==> src/rtl/sr_config_pkg.sv <==
// Shared definitions for the pulse-divider configuration transmitter.
//   sr_state_t     : transmitter FSM states
//   TGT_DIV/TGT_ROW: command target codes (also the index into the sel/clr vectors)
//   WORD_W_DEFAULT : default frame width
//   max_int        : elaboration-time helper for counter sizing
package sr_config_pkg;

    localparam int WORD_W_DEFAULT = 16;

    localparam logic TGT_DIV = 1'b0;
    localparam logic TGT_ROW = 1'b1;

    typedef enum logic [2:0] {
        S_IDLE,
        S_QUIESCE,
        S_SELECT,
        S_SHIFT_LO,
        S_SHIFT_HI,
        S_HOLD,
        S_CLEAR
    } sr_state_t;

    function automatic int max_int(input int a, input int b);
        return (a > b) ? a : b;
    endfunction

endpackage

==> src/rtl/sr_phase_timer.sv <==
// Loadable down-counter used to time the guard and half-period phases.
//   clk, rst_n : clock, asynchronous active-low reset
//   load       : load load_val this cycle (takes priority over counting)
//   load_val   : phase length minus one
//   tc         : terminal count, high while the counter sits at zero
module sr_phase_timer #(
    parameter int CNT_W = 3
) (
    input  logic             clk,
    input  logic             rst_n,
    input  logic             load,
    input  logic [CNT_W-1:0] load_val,
    output logic             tc
);

    logic [CNT_W-1:0] count_reg;

    always_ff @(posedge clk or negedge rst_n) begin
        if (!rst_n) begin
            count_reg <= '0;
        end else if (load) begin
            count_reg <= load_val;
        end else if (count_reg != '0) begin
            count_reg <= count_reg - 1'b1;
        end
    end

    assign tc = (count_reg == '0);

endmodule

==> src/rtl/sr_config_tx.sv <==
// Host-side serial transmitter for the pulse-divider configuration port.
// Takes one parallel command (load divider / load row size / clear) and
// produces the sr_* waveform, quiescing the divider enables around it.
//   cmd_valid/cmd_ready/cmd_target/cmd_clear/cmd_data : command handshake
//   run_req                       : host wants the divider running
//   busy, done                    : frame in progress / one-cycle completion pulse
//   sr_data, sr_clk               : serial data and clock (MSB first, clock idles low)
//   sr_sel_div/row, sr_clr_div/row: register selects and clear strobes
//   divide_enable, en_internals   : run_req gated by IDLE (one-cycle lag)
module sr_config_tx
    import sr_config_pkg::*;
#(
    parameter int WORD_W       = WORD_W_DEFAULT,
    parameter int HALF_CYCLES  = 2,
    parameter int GUARD_CYCLES = 4
) (
    input  logic              clk,
    input  logic              rst_n,
    input  logic              cmd_valid,
    output logic              cmd_ready,
    input  logic              cmd_target,
    input  logic              cmd_clear,
    input  logic [WORD_W-1:0] cmd_data,
    input  logic              run_req,
    output logic              busy,
    output logic              done,
    output logic              sr_data,
    output logic              sr_clk,
    output logic              sr_sel_div,
    output logic              sr_sel_row,
    output logic              sr_clr_div,
    output logic              sr_clr_row,
    output logic              divide_enable,
    output logic              en_internals
);

    localparam int BIT_W = (WORD_W > 1) ? $clog2(WORD_W) : 1;
    localparam int PH_W  = $clog2(max_int(HALF_CYCLES, GUARD_CYCLES) + 1);

    localparam logic [PH_W-1:0]  HALF_LOAD  = PH_W'(HALF_CYCLES - 1);
    localparam logic [PH_W-1:0]  GUARD_LOAD = PH_W'(GUARD_CYCLES - 1);
    localparam logic [BIT_W-1:0] LAST_BIT   = BIT_W'(WORD_W - 1);

    sr_state_t         state_reg, state_next;
    logic [BIT_W-1:0]  bit_idx_reg, bit_idx_next;
    logic [WORD_W-1:0] shadow_reg, shadow_next;
    logic              tgt_reg, tgt_next;
    logic              clear_reg, clear_next;

    logic              cmd_ready_reg, cmd_ready_next;
    logic              busy_reg, busy_next;
    logic              done_reg, done_next;
    logic              sr_data_reg, sr_data_next;
    logic              sr_clk_reg, sr_clk_next;
    logic [1:0]        sel_reg, sel_next;
    logic [1:0]        clr_reg, clr_next;
    logic              enable_reg, enable_next;

    logic              tmr_load;
    logic [PH_W-1:0]   tmr_load_val;
    logic              tmr_tc;
    logic              sel_phase;

    sr_phase_timer #(
        .CNT_W (PH_W)
    ) u_timer (
        .clk      (clk),
        .rst_n    (rst_n),
        .load     (tmr_load),
        .load_val (tmr_load_val),
        .tc       (tmr_tc)
    );

    always_comb begin
        state_next   = state_reg;
        bit_idx_next = bit_idx_reg;
        shadow_next  = shadow_reg;
        tgt_next     = tgt_reg;
        clear_next   = clear_reg;
        tmr_load     = 1'b0;
        tmr_load_val = HALF_LOAD;
        done_next    = 1'b0;

        case (state_reg)
            S_IDLE: begin
                if (cmd_valid && cmd_ready_reg) begin
                    state_next   = S_QUIESCE;
                    tgt_next     = cmd_target;
                    clear_next   = cmd_clear;
                    shadow_next  = cmd_data;
                    bit_idx_next = '0;
                    tmr_load     = 1'b1;
                    tmr_load_val = GUARD_LOAD;
                end
            end
            S_QUIESCE: begin
                if (tmr_tc) begin
                    state_next = clear_reg ? S_CLEAR : S_SELECT;
                    tmr_load   = 1'b1;
                end
            end
            S_SELECT: begin
                if (tmr_tc) begin
                    state_next = S_SHIFT_LO;
                    tmr_load   = 1'b1;
                end
            end
            S_SHIFT_LO: begin
                if (tmr_tc) begin
                    state_next = S_SHIFT_HI;
                    tmr_load   = 1'b1;
                end
            end
            S_SHIFT_HI: begin
                if (tmr_tc) begin
                    tmr_load = 1'b1;
                    // The next bit always sits in the shadow MSB.
                    shadow_next = shadow_reg << 1;
                    if (bit_idx_reg == LAST_BIT) begin
                        state_next = S_HOLD;
                    end else begin
                        state_next   = S_SHIFT_LO;
                        bit_idx_next = bit_idx_reg + 1'b1;
                    end
                end
            end
            S_HOLD, S_CLEAR: begin
                if (tmr_tc) begin
                    state_next = S_IDLE;
                    done_next  = 1'b1;
                end
            end
            default: state_next = S_IDLE;
        endcase
    end

    // Outputs are registered from the next state so they line up with it.
    assign sel_phase = (state_next == S_SELECT) || (state_next == S_SHIFT_LO) ||
                       (state_next == S_SHIFT_HI) || (state_next == S_HOLD);

    always_comb begin
        sr_clk_next  = (state_next == S_SHIFT_HI);
        sr_data_next = ((state_next == S_SHIFT_LO) || (state_next == S_SHIFT_HI)) ?
                       shadow_next[WORD_W-1] : 1'b0;
        busy_next    = (state_next != S_IDLE);
        // Ready stays low in the done cycle and returns one cycle later.
        cmd_ready_next = (state_next == S_IDLE) && (state_reg == S_IDLE);
        enable_next    = run_req && (state_reg == S_IDLE);
    end

    // Index into sel/clr vectors equals the target code.
    generate
        for (genvar gi = 0; gi < 2; gi++) begin : g_tgt
            assign sel_next[gi] = sel_phase && (tgt_next == 1'(gi));
            assign clr_next[gi] = (state_next == S_CLEAR) && (tgt_next == 1'(gi));
        end
    endgenerate

    always_ff @(posedge clk or negedge rst_n) begin
        if (!rst_n) begin
            state_reg     <= S_IDLE;
            bit_idx_reg   <= '0;
            shadow_reg    <= '0;
            tgt_reg       <= 1'b0;
            clear_reg     <= 1'b0;
            cmd_ready_reg <= 1'b1;
            busy_reg      <= 1'b0;
            done_reg      <= 1'b0;
            sr_data_reg   <= 1'b0;
            sr_clk_reg    <= 1'b0;
            sel_reg       <= '0;
            clr_reg       <= '0;
            enable_reg    <= 1'b0;
        end else begin
            state_reg     <= state_next;
            bit_idx_reg   <= bit_idx_next;
            shadow_reg    <= shadow_next;
            tgt_reg       <= tgt_next;
            clear_reg     <= clear_next;
            cmd_ready_reg <= cmd_ready_next;
            busy_reg      <= busy_next;
            done_reg      <= done_next;
            sr_data_reg   <= sr_data_next;
            sr_clk_reg    <= sr_clk_next;
            sel_reg       <= sel_next;
            clr_reg       <= clr_next;
            enable_reg    <= enable_next;
        end
    end

    assign cmd_ready     = cmd_ready_reg;
    assign busy          = busy_reg;
    assign done          = done_reg;
    assign sr_data       = sr_data_reg;
    assign sr_clk        = sr_clk_reg;
    assign sr_sel_div    = sel_reg[0];
    assign sr_sel_row    = sel_reg[1];
    assign sr_clr_div    = clr_reg[0];
    assign sr_clr_row    = clr_reg[1];
    assign divide_enable = enable_reg;
    assign en_internals  = enable_reg;

endmodule

==> config.mk <==
export PLATFORM = sky130hd
export DESIGN_NAME = sr_config_tx
export DESIGN_NICKNAME = d
export VERILOG_FILES = /design/src/rtl/sr_config_pkg.sv /design/src/rtl/sr_phase_timer.sv /design/src/rtl/sr_config_tx.sv
export SDC_FILE = /design/constraint.sdc
export NUM_CORES = 1
export LEC_CHECK = 0
export ABC_AREA = 1
export CORE_ASPECT_RATIO = 1.75
export CORE_MARGIN = 5
export CORE_UTILIZATION = 47
export DETAILED_ROUTE_END_ITERATION = 8
export PLACE_DENSITY_LB_ADDON = 0.08
export SLEW_MARGIN = 20
export SYNTH_ARGS = -nofsm -noshare
export SYNTH_HDL_FRONTEND = slang
export SYNTH_SLANG_ARGS = --single-unit
==> constraint.sdc <==
create_clock -name clk -period 1.45 [get_ports clk]
set_input_delay 0.2175 -clock clk [delete_from_list [all_inputs] [get_ports clk]]
set_output_delay 0.2175 -clock clk [all_outputs]
set_load 0.01 [all_outputs]
# ---- After elaboration in Yosys (flattened, before gate mapping)
# Cells that the tools add are included.
dict set report totals {
  ramBits 0
  inputBits 22
  reg_bits 38
  rom_bits 0
  memories 0
  wordCells 83
  latch_bits 0
}
dict set report op_classes {
  bitwise 1
  eq_ne 15
  add_sub_neg 2
  reduce_logical 23
  n_mux 27
  n_mul 0
  order_cmp 0
  shifts 0
  div 0
}
# cell n
set op_table {}
lappend op_table {{two-way mux 16 bit} 2}
lappend op_table {{case mux 16 bit (2 select lines)} 1}
lappend op_table {{two-way mux 3 bit} 10}
lappend op_table {{== test 3 bit (second input constant)} 6}
lappend op_table {{case mux 3 bit (6 select lines)} 1}
lappend op_table {{== test 3 x 2 -> 1 bit (second input constant)} 4}
lappend op_table {{two-way mux 4 bit} 3}
lappend op_table {{logical NOT 3 bit} 3}
lappend op_table {{case mux 4 bit (2 select lines)} 1}
lappend op_table {{logical AND 1 bit} 7}
lappend op_table {{two-way mux 1 bit} 6}
lappend op_table {{!= test 2 bit (second input constant)} 3}
lappend op_table {{nonzero test 3 bit} 2}
lappend op_table {{adder 4 x 1 -> 4 bit (second input constant)} 1}
lappend op_table {{== test 4 bit (second input constant)} 1}
lappend op_table {{logical OR 1 bit} 4}
lappend op_table {{two-way mux 2 bit} 2}
lappend op_table {{AND reduction 4 bit} 1}
lappend op_table {{nonzero test 2 bit} 2}
lappend op_table {{OR reduction 4 bit} 1}
lappend op_table {{== test 3 x 1 -> 1 bit (second input constant)} 1}
lappend op_table {{AND reduction 3 bit} 1}
lappend op_table {{subtractor 3 x 1 -> 3 bit (second input constant)} 1}
lappend op_table {{case mux 1 bit (2 select lines)} 1}
lappend op_table {{3 further kinds} 3}

# ---- Depth between registers and ports, before layout
dict set report depth {
  depth_word 9
  mapped_depth 11
  mapped_depth_nobuf 11
}

# ---- By module
# Synthesis repeated with hierarchy kept, for this count alone.
dict set report hier_totals {
  hier_cells 212
  hier_area_um2 1848.0
}
# module cells_per_inst seq_area_each_um2 area_per_inst_um2 n_inst
set by_module_without_submodules {}
lappend by_module_without_submodules {sr_config_tx 180 877.1 1640.3 1}
lappend by_module_without_submodules {sr_phase_timer 32 75.1 207.7 1}

# ---- Least setup slack after synthesis
# OpenSTA, ideal clock, no wires.
dict set report synth_timing {
  kind {register to register}
  start {register u_timer.count_reg[0]}
  end {register sr_data_reg, in the netlist sr_data}
  slack_ns -0.094
  stages_incl_launch_ff 12
  setup_time_ns 0.121
  required_time_ns 1.329
  period_less_slack_ns 1.544
  t_arrival_ns 1.423
  cell_sequence {dfrtp_1 > inv_1 > ha_1 > inv_1 > nor2_8 > nand2_1 > nand2_2 > nand2_2 > nor2_4 > nor2_2 > nand2_1 > a21oi_2}
}
dict set report synth_between {
  elab_chain_len 6
  word_cells_on_any_way 13
  classes_between {eq/ne: 2; mux: 9; reduce/logical: 2}
}
# element line_no
set synth_rtl {}
lappend synth_rtl {{from (decl)} sr_phase_timer.sv:16} ;# logic [CNT_W-1:0] count_reg;
lappend synth_rtl {{from (signal assigned)} sr_phase_timer.sv:22} ;# count_reg <= load_val;
lappend synth_rtl {{from (signal assigned)} sr_phase_timer.sv:24} ;# count_reg <= count_reg - 1'b1;
lappend synth_rtl {{logical NOT 3 bit *} sr_phase_timer.sv:28} ;# assign tc = (count_reg == '0);
lappend synth_rtl {{two-way mux 3 bit, on equally long branches} -}
lappend synth_rtl {{case mux 3 bit (6 select lines)} sr_config_tx.sv:84} ;# case (state_reg)
lappend synth_rtl {{== test 3 x 2 -> 1 bit / == test 3 bit (equally long branches)} sr_config_tx.sv:143} ;# sr_data_next = ((state_next == S_SHIFT_LO) || (state_next == S_SHIFT_HI)) ?
lappend synth_rtl {{logical OR 1 bit} sr_config_tx.sv:143}
lappend synth_rtl {{two-way mux 1 bit *} sr_config_tx.sv:143}
lappend synth_rtl {{net sr_data_next} sr_config_tx.sv:53} ;# logic sr_data_reg, sr_data_next;
lappend synth_rtl {{to (signal assigned)} sr_config_tx.sv:183} ;# sr_data_reg <= sr_data_next;
lappend synth_rtl {{to (decl)} sr_config_tx.sv:53}
# Mark *: on every way through the listed nets, which the timed path passes. The rest lies on a longest branch. The select of a mux whose other input is x is not followed.
# A chain may end at the register's enable or synchronous reset.

# ---- Worst setup path after layout
dict set report layout_timing {
  start {register u_timer.count_reg[1]}
  end {register sel_reg[0]}
}
dict set report layout_between {
  elab_chain_len 8
  word_cells_on_any_way 15
  classes_between {eq/ne: 4; mux: 6; reduce/logical: 5}
}
# element line_no
set layout_rtl {}
lappend layout_rtl {{logical NOT 3 bit *} sr_phase_timer.sv:28}
lappend layout_rtl {{two-way mux 3 bit, on equally long branches} -}
lappend layout_rtl {{case mux 3 bit (6 select lines) *} sr_config_tx.sv:84}
lappend layout_rtl {{net state_next[2]} sr_config_tx.sv:44} ;# sr_state_t state_reg, state_next;
lappend layout_rtl {{== test 3 x 2 -> 1 bit} sr_config_tx.sv:138} ;# assign sel_phase = (state_next == S_SELECT) || (state_next == S_SHIFT_LO) ||
lappend layout_rtl {{logical OR 1 bit (2 in series)} sr_config_tx.sv:138}
lappend layout_rtl {{logical OR 1 bit *} sr_config_tx.sv:139} ;# (state_next == S_SHIFT_HI) || (state_next == S_HOLD);
lappend layout_rtl {{logical AND 1 bit *} sr_config_tx.sv:154} ;# assign sel_next[gi] = sel_phase && (tgt_next == 1'(gi));
lappend layout_rtl {{net sel_next[0]} sr_config_tx.sv:55} ;# logic [1:0] sel_reg, sel_next;
lappend layout_rtl {{to (signal assigned)} sr_config_tx.sv:185} ;# sel_reg <= sel_next;
lappend layout_rtl {{to (decl)} sr_config_tx.sv:55}
# Mark *: on every way through the listed nets, which the timed path passes. The rest lies on a longest branch.

==> results by group <==
Outcome
  • Outcome: finished with violations
  • Violated checks: negative setup slack

Finish
  • Largest register FFs: 16
  • Final Core Density: 68.0%
  • Fill cells: roughly 340
  • Layout cells sized above 1: 36.8%
  • NumNets Final: roughly 300
  • Diode count: 0
  • Register Area: 955 um2
  • Multi-input logic area: ~950 um2
  • Area Growth Syn to Fin: 42.9%
  • Post-route insts no fill: 329

Critical path
  • Critical Path, Cell by Cell: inv_2 > ha_4 > inv_4 > nor2_8 > nand2_2 > nand2_2 > nand2_2 > nor2_4 > inv_2 > nand2_2 > a21oi_1
  • Crit-path most repeated cell: nand2_2
  • Critical path arrival: between 1.5 and 2 ns
  • Crit path buffers/inverters: 3
  • Reg2reg setup slack: -0.04 ns
  • Worst Setup Start Kind: flop
  • Critical Setup Path Class: flop to flop
  • Worst EP required: 1.63 ns
  • Worst path top cell family by delay: simple AND/OR/NAND/NOR gates
  • Worst-path fanout max: 6
  • Critical path endpoint category: flop
  • CP max-delay cell: dfrtp_1
  • Slowest Stage Delay on Critical Path: 0.40 ns

Detailed routing
  • DR WL/cell: 13.8 um
  • Vias: about 1.7k
  • Final Routed Wirelength: about 4500 um
  • Initial drt markers: 44
  • 1st-pass router iterations: 4
  • Vias per inst: 5.11
  • Drc violations: 0
  • Final ANT Viol Nets: 0

Synthesis
  • Syn_area_per_cell: 9.19 um2
  • Synth top area share: 47.8%
  • Yosys top cell by area: dfrtp_1
  • Post-synthesis cell type count: 33
  • Post-Synthesis Cell Area: 0.00194 mm2
  • Top cells by area in the synthesized netlist: dfrtp_1 (48%), nand2_1 (11%), nand3_1 (7.2%)
  • YS warnings: 0
  • Sequential element share of the synthesized area: between 40% and 50%
  • Cells after synthesis: 211
  • Syn nets: 236
  • Yosys reg bits: 38

STA
  • Unrepaired setup endpoints after global routing: yes
  • Tmin final: 1.49 ns
  • Final Hold Viols: 0
  • Relative slew slack: 72.6%
  • Max Clock Freq: 0.671 GHz
  • Final Hold Slack: 0.394 ns
  • Worst Tran Pin Value: ~0.41 ns
  • Count of pins over their slew limit: 0
  • Period utilisation layout: 103%
  • Setup violators final: 11
  • Worst Slack Setup Final: -0.0413 ns
  • Clk_skew: approximately 0.0031 ns

Floorplanning
  • CORE AREA: around 0.0041 mm2
  • Die Width: 58.5 um
  • Die height: 95.0 um
  • Die ar.: 0.00556 mm2
  • Top-level I/O count: 33
  • Initial core utilization: 47.6%
  • Row count: 31

Power
  • PD cells: 685 mW/mm2
  • Lkg Pwr: around 1.3 nW
  • Maximum VDD drop: 0.000612 V

Placed design
  • Dpl cells: 317
  • Buffers on Ports: 32
  • HPWL after DPL: between 3000 and 4000 um
  • RePlAce Congestion: 0.775

GRT
  • First-pass GRT wire length: roughly 7800 um
  • Tot GR Track Use: 18.1%
  • Initial antenna violation count: 0
  • GRT overflow: 0
  • Pin count of the biggest net entering global routing: 23
  • Number of global-route vias before repair: 1795

CTS
  • Clk sinks: 38
  • Htree depth: 2
  • TritonCTS clock tree: done
  • Maximum buffer depth of the clock tree: 2
  • Worst-Skew Late Latency: ~0.28 ns
  • Clock slew at reported path FFs: 0.08 ns
  • Root Driver: clkbuf_8
  • CTS Buf Count: 5

Job
  • MaxCap Viol Count: 0

Worst hold path
  • HP Class: primary input to async pin
-- final timing paths --
check / from / depth (start not counted) / to
max in group asynchronous: rst_n / 3 / state_reg[0]$_DFF_PN0_
min in group clk: run_req / 3 / divide_enable$_DFF_PN0_
max reg2reg: u_timer.count_reg[1]$_DFFE_PN0P_ / 11 / sel_reg[0]$_DFF_PN0_
max: u_timer.count_reg[1]$_DFFE_PN0P_ / 11 / sel_reg[0]$_DFF_PN0_
min reg2reg: shadow_reg[3]$_DFFE_PN0P_ / 2 / shadow_reg[3]$_DFFE_PN0P_
min: rst_n / 2 / shadow_reg[6]$_DFFE_PN0P_
-- metrics by stage --
step | setup TNS [ns] | cell area, um2 | setup WS [ns] | total power [mW]
floorplan | 0 | 1950 | 0.000653 | 1.08
global placement | -2.21 | 2540 | -0.148 | 1.16
detailed placement | -2.76 | 2540 | -0.174 | 1.16
CTS | -0.239 | 2680 | -0.0472 | 1.93
global route | -2.30 | 2770 | -0.134 | 1.98
finish | -0.279 | 2770 | -0.0413 | 1.90
-- routing by layer --
| layer | up-vias | track usage, % | part of all wire [%] |
|---|---|---|---|
| met5 | - | 0 | 0 |
| met4 | 0 | 8.12 | 1.9 |
| met3 | 11 | 3.97 | 4.8 |
| met2 | 36 | 33.6 | 56 |
| met1 | 818 | 18.8 | 37 |
| li1 | 816 | - | - |
-- cell type report --
type / instances / share of cell area [%]
flip-flops and latches: 38 / 34.5
repair buffers: 68 / 22.4
well taps: 49 / 2.21
clock inverters: 2 / 0.452
multi-input cells: 146 / 34.4
clock buffers: 6 / 2.98
inverters: 20 / 3.07
-- power breakdown --
group	switching (mW)	total, mW	internal [mW]
registers	0	1.06	1.06
clock network	0.371	0.753	0.382
logic	0.0299	0.0848	0.0549
-- cell usage in the layout (no fill, tap or decap), types with 2 or more instances in the layout --
cell type,n
buf_4,31
o211ai_1,3
nor2_8,2
dfrtp_1,35
a21oi_4,3
buf_6,2
nand3_1,27
dfrtp_2,2
xor2_1,3
nand2_1,46
clkbuf_8,6
inv_2,8
o221ai_1,2
xnor2_1,2
nand2_2,15
inv_4,2
nand4_1,2
nor2_4,4
inv_1,9
clkdlybuf4s50_1,30
o21ai_0,3
nor2_2,3
nor2_1,6
buf_12,2
ha_1,2
nand2_4,7
a21oi_2,3
-- logic make-up (layout without fill, tap and decap cells) --
group / after synthesis / in the layout / share of synthesized area [%]
compound gates: 20 / 20 / 7.75
xor+xnor: 5 / 5 / 2.26
fa+ha+maj: 3 / 3 / 1.94
buf+inv: 27 / 96 / 6.84
flops: 38 / 38 / 49.1
simple gates: 118 / 118 / 32.1
-- cells in the mapped netlist --
master	n
inv_1	14
o31ai_1	2
nor2_8	2
xnor2_1	2
a21oi_1	3
nand2_4	5
xor2_1	3
dfstp_2	1
nor2_4	3
clkbuf_1	1
nor2_1	8
inv_2	5
o21ai_2	1
nor2_2	2
nor3_1	2
nand2_1	55
buf_2	2
nand3_4	1
ha_1	3
buf_6	3
o21ai_4	1
or2_2	1
or2_1	1
inv_4	1
nand3_1	28
nand2_2	8
nand4_1	2
a21oi_2	4
o211ai_1	3
buf_4	1
o221ai_1	2
dfrtp_1	37
o21ai_0	4
-- what timing repair did --
item,CTS,global route
setup buffers,0,3
cloned,0,0
gates resized for setup,11,22
endpoints found under the setup margin,11,27
pin swaps,6,4
hold endpoints to repair,15,0
hold buffers,1,0
(Power assumes the default switching activity.)
